`src/rtl/song_sequencer.sv`:
```
// song_sequencer
// Plays the selected song from a synchronous note ROM. Each ROM entry holds
// a note code in [15:8] and a duration in beat units in [7:0]. Every entry
// that has a non-zero duration sounds for duration*BEAT_CYCLES clocks and
// is followed by a silent gap of GAP_CYCLES clocks. Code 8'hFF marks the end
// of a song, and the song then loops. Changing the selection restarts playback
// from the new song's base address straight away.
module song_sequencer #(
    parameter int                 ADDR_W      = 8,
    parameter int                 BEAT_CYCLES = 3125000,
    parameter int                 GAP_CYCLES  = 250000,
    parameter logic [ADDR_W-1:0]  BASE1       = ADDR_W'(8'h00),
    parameter logic [ADDR_W-1:0]  BASE2       = ADDR_W'(8'h40),
    parameter logic [ADDR_W-1:0]  BASE3       = ADDR_W'(8'h80)
) (
    input  logic              clk,
    input  logic              rst_n,
    input  logic [3:0]        song_sel,
    input  logic              pause,
    output logic [ADDR_W-1:0] rom_addr,
    input  logic [15:0]       rom_data,
    output logic [7:0]        note_code,
    output logic              note_on,
    output logic              song_done,
    output logic              busy
);

    // Counter widths. A minimum of one bit keeps the counters legal when a
    // period of a single cycle is requested.
    localparam int BEAT_W = (BEAT_CYCLES > 1) ? $clog2(BEAT_CYCLES) : 1;
    localparam int GAP_W  = (GAP_CYCLES  > 1) ? $clog2(GAP_CYCLES)  : 1;

    localparam logic [BEAT_W-1:0] BEAT_LAST = BEAT_W'(BEAT_CYCLES - 1);
    localparam logic [GAP_W-1:0]  GAP_LAST  = GAP_W'(GAP_CYCLES - 1);

    localparam logic [7:0] END_MARKER = 8'hFF;

    typedef enum logic [2:0] {
        S_IDLE,
        S_FETCH,
        S_WAIT,
        S_LOAD,
        S_PLAY,
        S_GAP
    } state_t;

    state_t            state;
    state_t            state_next;

    logic [3:0]        song_latched;
    logic [BEAT_W-1:0] beat_cnt;
    logic [7:0]        unit_cnt;
    logic [GAP_W-1:0]  gap_cnt;

    logic              sel_valid;
    logic              sel_changed;
    logic [ADDR_W-1:0] sel_base;
    logic [ADDR_W-1:0] song_base;
    logic [7:0]        rom_code;
    logic [7:0]        rom_dur;
    logic              is_marker;
    logic              is_skip;
    logic              beat_wrap;
    logic              play_done;
    logic              gap_last;

    // Maps a selection code to the base address of its song. Only the three
    // valid codes ever reach this lookup in a way that matters.
    function automatic logic [ADDR_W-1:0] base_of(input logic [3:0] sel);
        logic [ADDR_W-1:0] base;
        case (sel)
            4'b0010: base = BASE2;
            4'b0011: base = BASE3;
            default: base = BASE1;
        endcase
        return base;
    endfunction

    assign sel_valid   = (song_sel == 4'b0001) || (song_sel == 4'b0010) ||
                         (song_sel == 4'b0011);
    assign sel_changed = (song_sel != song_latched);
    assign sel_base    = base_of(song_sel);
    assign song_base   = base_of(song_latched);

    assign rom_code    = rom_data[15:8];
    assign rom_dur     = rom_data[7:0];
    assign is_marker   = (rom_code == END_MARKER);
    assign is_skip     = (rom_dur == 8'd0);

    assign beat_wrap   = (beat_cnt == BEAT_LAST);
    assign play_done   = beat_wrap && (unit_cnt == 8'd1);
    assign gap_last    = (gap_cnt == GAP_LAST);

    // State register.
    always_ff @(posedge clk or negedge rst_n) begin
        if (!rst_n) begin
            state <= S_IDLE;
        end else begin
            state <= state_next;
        end
    end

    // Next-state selection; a song change overrides everything else once playing.
    always_comb begin
        state_next = state;
        case (state)
            S_IDLE: begin
                if (sel_valid) begin
                    state_next = S_FETCH;
                end
            end
            S_FETCH: state_next = S_WAIT;
            S_WAIT:  state_next = S_LOAD;
            S_LOAD: begin
                if (is_marker || is_skip) begin
                    state_next = S_FETCH;
                end else begin
                    state_next = S_PLAY;
                end
            end
            S_PLAY: begin
                if (!pause && play_done) begin
                    state_next = S_GAP;
                end
            end
            S_GAP: begin
                if (!pause && gap_last) begin
                    state_next = S_FETCH;
                end
            end
            default: state_next = S_IDLE;
        endcase

        if ((state != S_IDLE) && sel_changed) begin
            state_next = sel_valid ? S_FETCH : S_IDLE;
        end
    end

    // Datapath: address, latched song, note code, counters and the done pulse.
    always_ff @(posedge clk or negedge rst_n) begin
        if (!rst_n) begin
            rom_addr     <= '0;
            song_latched <= 4'd0;
            note_code    <= 8'd0;
            song_done    <= 1'b0;
            beat_cnt     <= '0;
            unit_cnt     <= 8'd0;
            gap_cnt      <= '0;
        end else begin
            song_done <= 1'b0;

            if (state == S_IDLE) begin
                if (sel_valid) begin
                    song_latched <= song_sel;
                    rom_addr     <= sel_base;
                end
            end else if (sel_changed) begin
                note_code <= 8'd0;
                beat_cnt  <= '0;
                unit_cnt  <= 8'd0;
                gap_cnt   <= '0;
                if (sel_valid) begin
                    song_latched <= song_sel;
                    rom_addr     <= sel_base;
                end
            end else begin
                case (state)
                    S_LOAD: begin
                        if (is_marker) begin
                            song_done <= 1'b1;
                            rom_addr  <= song_base;
                        end else if (is_skip) begin
                            rom_addr  <= rom_addr + 1'b1;
                        end else begin
                            note_code <= rom_code;
                            unit_cnt  <= rom_dur;
                            beat_cnt  <= '0;
                        end
                    end
                    S_PLAY: begin
                        if (!pause) begin
                            if (beat_wrap) begin
                                beat_cnt <= '0;
                                unit_cnt <= unit_cnt - 8'd1;
                                if (unit_cnt == 8'd1) begin
                                    note_code <= 8'd0;
                                    gap_cnt   <= '0;
                                end
                            end else begin
                                beat_cnt <= beat_cnt + 1'b1;
                            end
                        end
                    end
                    S_GAP: begin
                        if (!pause) begin
                            if (gap_last) begin
                                gap_cnt  <= '0;
                                rom_addr <= rom_addr + 1'b1;
                            end else begin
                                gap_cnt  <= gap_cnt + 1'b1;
                            end
                        end
                    end
                    default: ;
                endcase
            end
        end
    end

    // Outputs decoded from state; pause silences a sounding note without delay.
    always_comb begin
        busy    = (state != S_IDLE);
        note_on = (state == S_PLAY) && (note_code != 8'd0) && !pause;
    end

endmodule

```
`config.mk`:
```
export PLATFORM = sky130hd
export DESIGN_NAME = song_sequencer
export DESIGN_NICKNAME = d
export VERILOG_FILES = /design/src/rtl/song_sequencer.sv
export SDC_FILE = /design/constraint.sdc
export NUM_CORES = 1
export LEC_CHECK = 0
export CORE_MARGIN = 2
export CORE_UTILIZATION = 30
export DETAILED_ROUTE_END_ITERATION = 6
export SETUP_SLACK_MARGIN = 0.05
export SYNTH_ARGS = -nofsm -noshare
export SYNTH_HDL_FRONTEND = slang
export SYNTH_SLANG_ARGS = --single-unit
```
`constraint.sdc`:
```
create_clock -name clk -period 6.7 [get_ports clk]
set_input_delay 1.34 -clock clk [delete_from_list [all_inputs] [get_ports clk]]
set_output_delay 1.34 -clock clk [all_outputs]
set_load 0.01 [all_outputs]
```
## Word-level counts from Yosys, hierarchy flattened

Index checks and enable logic that the tools add are counted.

| storage, ports and cells | value |
|---|---|
| bits in registers | 72 |
| input bits | 23 |
| output and inout port bits | 19 |
| word-level logic and storage cells | 114 |

| operators by class | value |
|---|---|
| $add $sub $neg | 4 |
| equal/unequal tests | 27 |
| mux-type cells | 50 |
| bitwise gates (word level) | 1 |
| reduce and logical (&&, ||, !) cells | 24 |

Operators by type and width:

| cell | count |
|---|---|
| 8-bit two-way mux | 18 |
| 22-bit two-way mux | 5 |
| 18-bit two-way mux | 6 |
| 8-bit one-hot mux with 2 select lines | 5 |
| 22-bit one-hot mux with 2 select lines | 1 |
| 18-bit one-hot mux with 2 select lines | 1 |
| 3-bit inequality test (second input constant) | 9 |
| 22-bit by 1-bit adder with 22-bit output (second input constant) | 1 |
| 22-bit equality test (second input constant) | 1 |
| 18-bit by 1-bit adder with 18-bit output (second input constant) | 1 |
| 18-bit equality test (second input constant) | 1 |
| 3-bit one-hot mux with 6 select lines | 1 |
| 4-bit by 2-bit equality test with 1-bit output (second input constant) | 4 |
| 3-bit two-way mux | 5 |
| 4-bit two-way mux | 3 |
| 6-bit AND reduction | 2 |
| 3-bit nonzero test | 3 |
| 8-bit by 1-bit adder with 8-bit output (second input constant) | 1 |
| 8-bit by 1-bit equality test with 1-bit output (second input constant) | 1 |
| 8-bit equality test (second input constant) | 1 |
| 8-bit zero test | 1 |
| 4-bit inequality test (second input constant) | 2 |
| 8-bit nonzero test | 1 |
| 8-bit by 1-bit subtractor with 8-bit output (second input constant) | 1 |
| 18 further kinds | 31 |

## Longest topological paths before layout

Gate-level depths: netlist of run 1.

| logic depth | value |
|---|---|
| word-level depth | 6 |
| depth in mapped cells | 10 |
| gate-level depth less buffers | 8 |

## Worst setup path after synthesis of run 1

Ideal clock, no wire load.

| timing | value |
|---|---|
| path kind | input port to output port |
| from | input port pause |
| to | output port note_on |
| arrival | 1857 ps |
| required time | 5360 ps |
| setup slack | 3503 ps |
| stages on the path | 2 |
| path buffers | 1 |
| cell sequence | clkbuf_1 -> a211oi_1 |

| between the ends | value |
|---|---|
| longest elaborated chain between the ends | 2 |

RTL lines:

| element | RTL line | source |
|---|---|---|
| start, declared | 19 | `input logic pause,` |
| 1-bit zero test | 213 | `note_on = (state == S_PLAY) && (note_code != 8'd0) && !pause;` |
| 1-bit logical AND | 213 |  |
| end, declared | 23 | `output logic note_on,` |

Every way passes these cells.

## Worst setup path in the final report of run 1

Ends and elaborated chain as after synthesis.

==> results of run 1 <==
worst min-delay path by stage:
stage | endpoint | slack, ns | cells after the start
CTS | gap_cnt[16] | 0.49 | 1
floorplan | gap_cnt[16] | 0.44 | 1
detailed placement | gap_cnt[16] | 0.47 | 1
global placement | gap_cnt[16] | 0.46 | 1
global route | gap_cnt[16] | 0.52 | 1
finish | gap_cnt[16] | 0.48 | 1
layout by cell type (no fill, tap or decap), types with 6 or more instances in the layout:
cell,count
nor2b_1,6
nor3_1,14
a22o_1,7
dfrtp_1,72
inv_1,9
o31ai_1,28
nor2_1,39
nor4_1,9
clkdlybuf4s50_1,40
a211oi_1,6
and2_1,7
and3_1,9
xnor2_1,10
a21oi_2,6
a31oi_1,9
nand2b_1,6
nand2_1,53
nand4_1,12
a21oi_1,18
o21ai_0,46
clkbuf_16,9
nand3_1,22
sequential cells by signal, indices dropped and copies added, names as in the netlist:
register      cells
beat_cnt         22
song_done         1
note_code         8
unit_cnt          8
song_latched      4
rom_addr          8
state             3
gap_cnt          18
logic make-up (layout without fill, tap and decap cells):
| family | after synthesis | count (layout) | share of synthesized area, % |
|---|---|---|---|
| xor+xnor | 10 | 10 | 2.052 |
| fa+ha+maj | 5 | 5 | 1.466 |
| compound gates | 147 | 147 | 22.69 |
| flops | 72 | 72 | 42.22 |
| simple gates | 217 | 217 | 27.65 |
| buf+inv | 30 | 72 | 3.665 |
| mux | 1 | 1 | 0.2638 |
stage by stage:
step | std cells | area (sq um)
global placement | 688 | 4820
floorplan | 482 | 4268
global route | 704 | 5175
detailed placement | 688 | 4820
finish | 704 | 5175
CTS | 704 | 5175
power breakdown:
part	switching (uW)	internal (uW)	total [uW]
combinational	175	103	278
sequential	32.7	459	492
clock	187	383	570
metal layers:
layer  track usage [%]  share of wire (%)  wire length (um)
met5                 0                  0                 0
met4             4.474                1.3               131
met3             3.090                2.8               288
met2             23.28                 49              5075
met1             20.14                 47              4942
area by class of cell:
cell class / count / share of cell area (%)
clock buffer: 11 / 4.884
clock inverter: 5 / 1.983
inverter: 10 / 0.7737
multi-input combinational: 380 / 44.63
timing repair buffer: 46 / 8.559
sequential: 72 / 34.82
tap: 180 / 4.352
==> results.py, run 1 <==
metrics = {
    "route": {
        "wl_mm": 10.44,
        "vias_per_cell": 5.399,
        "final_antenna_net_count": 0,
        "drcViolationCount": 0,
        "drtPass1Iterations": 4,
        "drt_first_iter_violations": 256,
        "wire_per_inst_um": 14.83,
        "num_vias": 3801,
    },
    "synth": {
        "syn_area_per_cell_sq_um": 8.854,
        "synth_common_cells": "dfrtp_1, nand2_1, o21ai_0",
        "netlist_top_cells_area": "dfrtp_1, o21ai_0, o31ai_1",
        "yosysMostFrequentCell": "dfrtp_1",
        "yosys.area.top_type_share_pct": 42.22,
        "ys_ff_latch": 72,
        "synth-edff-count": 0,
        "yosysTopAreaCell": "dfrtp_1",
        "syn_nets": 510,
        "yosysSeqAreaShare_pct": 42.22,
        "synthArstFlopShare_pct": 100.0,
        "synth-main-ff-cell": "dfrtp_1",
        "synth_cell_types": 58,
        "synthesis.area_sq_um": 4268,
        "synth_cells": 482,
        "ys_warn_count": 0,
    },
    "sta": {
        "worst_pin_slew_ns": 0.9507,
        "skew_ns": 0.006845,
        "relSlewSlack_pct": 36.62,
        "setup_ws_ns": 2.502,
        "min_period_ns": 4.198,
        "setup_violations": 0,
        "final.setup.tns_ns": 0,
        "slew_violations": 0,
        "finalCritPeriodShare_pct": 62.65,
        "fmax_mhz": 238.2,
        "whs_ns": 0.4815,
        "hold_violations": 0,
        "rsz0062_at_grt": "false",
    },
    "power_and_ir_drop": {
        "leakage_uw": 0.002003,
        "powerDensity_nw_per_um2": 258.9,
        "total_power_uw": 1340,
        "ir_drop_uv": 182.5,
    },
    "clock_tree": {
        "clkSlewWorstSetupHoldPaths_ns": 0.06,
        "cts_inserted_buffers": 9,
        "clk_latency_ns": 0.33,
        "cts-htree-levels": 3,
        "cts_buffer_depth": 2,
        "cts_setup_buffers": 0,
        "cts.sinks": 72,
        "cts_resized": 0,
        "cts_hold_buffers": 0,
        "root_buffer": "clkbuf_16",
        "tritoncts": "yes",
    },
    "die": {
        "die-area_sq_um": 15200,
        "start_util_pct": 30.75,
        "die_w_um": 123.3,
        "core_region_area_sq_um": 13880,
        "die_h_um": 123.3,
        "io_pins": 42,
        "num_rows": 43,
    },
    "setup_path": {
        "cp.required_ns": 5.36,
        "critical_path.startpoint": "pause",
        "cp_num_cells": 3,
        "crit_path_end_kind": "primary output",
        "path_delay_family": "buffers and inverters",
        "cp_cell_sequence": "clkdlybuf4s50_1, a211oi_1, clkdlybuf4s50_1",
        "rr_endpoint": "unit_cnt[2]",
        "worst-path-max-fanout": 8,
        "slowest_stage": "clkdlybuf4s50_1",
        "crit_top_cell": "clkdlybuf4s50_1",
        "worst-setup-path-type": "input pin to primary output",
        "setup.worst_path.end": "note_on",
        "critPathMaxStageDelay_ns": 0.63,
        "worst-r2r-cell-count": 5,
        "startpoint_type": "input pin",
        "rr_startpoint": "state[1]",
        "rrSetupSlack_ns": 3.84,
        "cp.buffers_inverters": 2,
        "arrival_ns": 2.86,
    },
    "placed_design": {
        "dp_slack_ns": 2.501,
        "place_congestion": 0.8329,
        "dp_hpwl_mm": 7.277,
        "port_buffers": 41,
    },
    "global_route": {
        "first_global_vias": 3747,
        "grt-ovfl-total": 0,
        "grt.total_usage_pct": 14.70,
        "grt_max_degree": 73,
        "antenna_found_initial": 0,
        "grt_pass1_wl_mm": 18.01,
    },
    "final_layout": {
        "drive_above_1_share_pct": 8.015,
        "multi_input_area_sq_um": 2310,
        "fin_util_pct": 37.28,
        "area_delta_synth_final_pct": 21.25,
        "nets": 547,
        "diodes": 0,
        "seq_area_sq_um": 1802,
        "fillers": 1392,
    },
    "worst_hold_path": {
        "hold_path.class": "register to register",
        "hold_start": "gap_cnt[16]",
    },
    "outcome": {
        "status": "finished clean",
    },
    "job": {
        "max-cap-violations": 0,
    },
}
Power figures use the tool's default switching activity.
==> run 2: changes to the inputs <==
==> constraint.sdc (replaced) <==
create_clock -name clk -period 4.25 [get_ports clk]
set_input_delay 0.85 -clock clk [delete_from_list [all_inputs] [get_ports clk]]
set_output_delay 0.85 -clock clk [all_outputs]
set_load 0.01 [all_outputs]
==> run 2 against run 1 <==
Compared with the run above: sequential share of layout area grew 0.067 points; design area shrank 0.19%; non-clock buffer count grew 2; largest cell class unchanged; critical endpoint is now busy; core utilization shrank 0.072 points; critical path depth is the same; flip-flop and latch count is the same; cell count grew 0.28%; global-route usage is essentially flat; sequential power grew 58%.
==> results.py, run 2 (synthesis results as in run 1) <==
metrics = {
    "global_route": {
        "grt.total_usage_pct": 14.65,
        "grt-busiest-layer": "met2",
        "met3_usage_pct": 3.321,
        "use_met1_pct": 19.44,
        "grt_pass1_wl_mm": 17.97,
        "grt_max_degree": 48,
        "grt-ovfl-total": 0,
        "antenna_found_initial": 0,
        "grt_use_met2_pct": 23.76,
        "first_global_vias": 3745,
    },
    "clock_tree": {
        "cts_buffer_depth": 2,
        "root_buffer": "clkbuf_16",
        "cts-htree-levels": 3,
        "cts_resized": 0,
        "tritoncts": "yes",
        "cts_setup_buffers": 0,
        "clk_latency_ns": 0.34,
        "cts_hold_buffers": 0,
        "clkSlewWorstSetupHoldPaths_ns": 0.06,
        "cts.sinks": 72,
        "cts_inserted_buffers": 9,
    },
    "final_layout": {
        "top_regs": "beat_cnt: 22 flops, gap_cnt: 18 flops",
        "area_delta_synth_final_pct": 21.02,
        "final_common_cell": "dfrtp_1",
        "diodes": 0,
        "top_register": "beat_cnt",
        "nets": 549,
        "final_cell_mix": "dfrtp_1, nand2_1, o21ai_0",
        "drive_above_1_share_pct": 8.365,
        "fin_area_sq_um": 5165,
        "largest_reg_flops": 22,
    },
    "route": {
        "wire_per_inst_um": 15.02,
        "wl_mm": 10.61,
        "drt_first_iter_violations": 202,
        "vias_per_cell": 5.531,
        "drcViolationCount": 0,
        "final_antenna_net_count": 0,
        "num_vias": 3905,
        "drtPass1Iterations": 7,
    },
    "sta": {
        "worst_pin_slew_ns": 0.7960,
        "min_period_ns": 3.221,
        "rsz0062_at_grt": "false",
        "hold_violations": 0,
        "setup_violations": 0,
        "slew_violations": 0,
        "final.setup.tns_ns": 0,
        "skew_ns": 0.008448,
        "fmax_mhz": 310.4,
        "whs_ns": 0.4869,
        "finalCritPeriodShare_pct": 75.79,
        "relSlewSlack_pct": 46.70,
    },
    "placed_design": {
        "port_buffers": 41,
        "place_area_sq_um": 4835,
        "place_congestion": 0.8161,
        "dp_hpwl_mm": 7.543,
    },
    "setup_path": {
        "worst-setup-path-type": "register to primary output",
        "rr_startpoint": "state[1]",
        "rr_endpoint": "unit_cnt[7]",
        "crit_path_end_kind": "primary output",
        "cp.required_ns": 3.40,
        "worst-path-max-fanout": 11,
        "worst-r2r-cell-count": 5,
        "rrSetupSlack_ns": 1.38,
        "startpoint_type": "register",
        "arrival_ns": 2.37,
    },
    "die": {
        "core_region_area_sq_um": 13880,
        "io_pins": 42,
        "num_rows": 43,
        "die_w_um": 123.3,
        "die_h_um": 123.3,
        "start_util_pct": 30.75,
        "die-area_sq_um": 15200,
    },
    "power_and_ir_drop": {
        "leakage_uw": 0.002003,
        "ir_drop_uv": 241.0,
        "powerDensity_nw_per_um2": 400.1,
    },
    "worst_hold_path": {
        "hold_path.class": "register to register",
        "holdPathStages": 1,
        "hold_start": "gap_cnt[16]",
        "hold_path_end": "gap_cnt[16]",
    },
    "outcome": {
        "status": "finished clean",
    },
    "job": {
        "max-cap-violations": 0,
    },
}
[run 2: changes by cell type in the layout (fill, tap and decap cells not counted), sizes merged]
| cell | previous run | this run |
|---|---|---|
| clkinvlp | 1 | 0 |
| inv | 10 | 11 |
| bufinv | 3 | 2 |
| buf | 6 | 8 |
| clkbuf | 11 | 10 |
| clkinv | 1 | 3 |
[run 2: area by class of cell]
cell class                      instances  area [sq um]
Fill cell                            1422          8716
Sequential cell                        72          1802
Multi-Input combinational cell        380          2310
Timing Repair Buffer                   48         457.9
Tap cell                              180         225.2
Clock buffer                           10         239.0
Inverter                               10         40.04
Clock inverter                          6         91.34
[run 2: metal layers]
layer | vias up | share of wire (%)
li1 | 1892 | -
met1 | 1943 | 48
met2 | 51 | 48
met3 | 19 | 2.5
met4 | 0 | 1.5
met5 | - | 0
[run 2: per-stage QoR]
step,power [uW],cells,util [%],worst slack [ns]
3_5_place_dp,1240,690,34.83,0.7097
6_report,2067,706,37.21,1.029
5_1_grt,2169,706,37.21,0.8933
4_1_cts,2086,706,37.21,1.021
2_1_floorplan,1097,482,-,1.650
3_3_place_gp,1229,690,34.83,0.7852
[run 2: report_power, final]
part | internal, uW | total [uW] | switching, uW
logic | 168 | 452 | 284
registers | 723 | 776 | 53.0
clock network | 533 | 838 | 305
total | 1420 | 2070 | 642
[run 2: critical path: stages, from the launching register on]
cell and delay (ns):
dfrtp_1 0.52, nor3_2 0.61, inv_1 0.34, clkdlybuf4s50_1 0.56
[run 2: worst max path at each step]
stage / from / end / slack (ns) / cells past startpoint
2_1_floorplan: rom_data[5] / beat_cnt[13] / 1.65 / 8
3_3_place_gp: pause / gap_cnt[5] / 0.79 / 7
3_5_place_dp: pause / gap_cnt[5] / 0.71 / 7
4_1_cts: pause / note_on / 1.02 / 3
5_1_grt: state[1] / busy / 0.89 / 3
6_report: state[1] / busy / 1.03 / 3
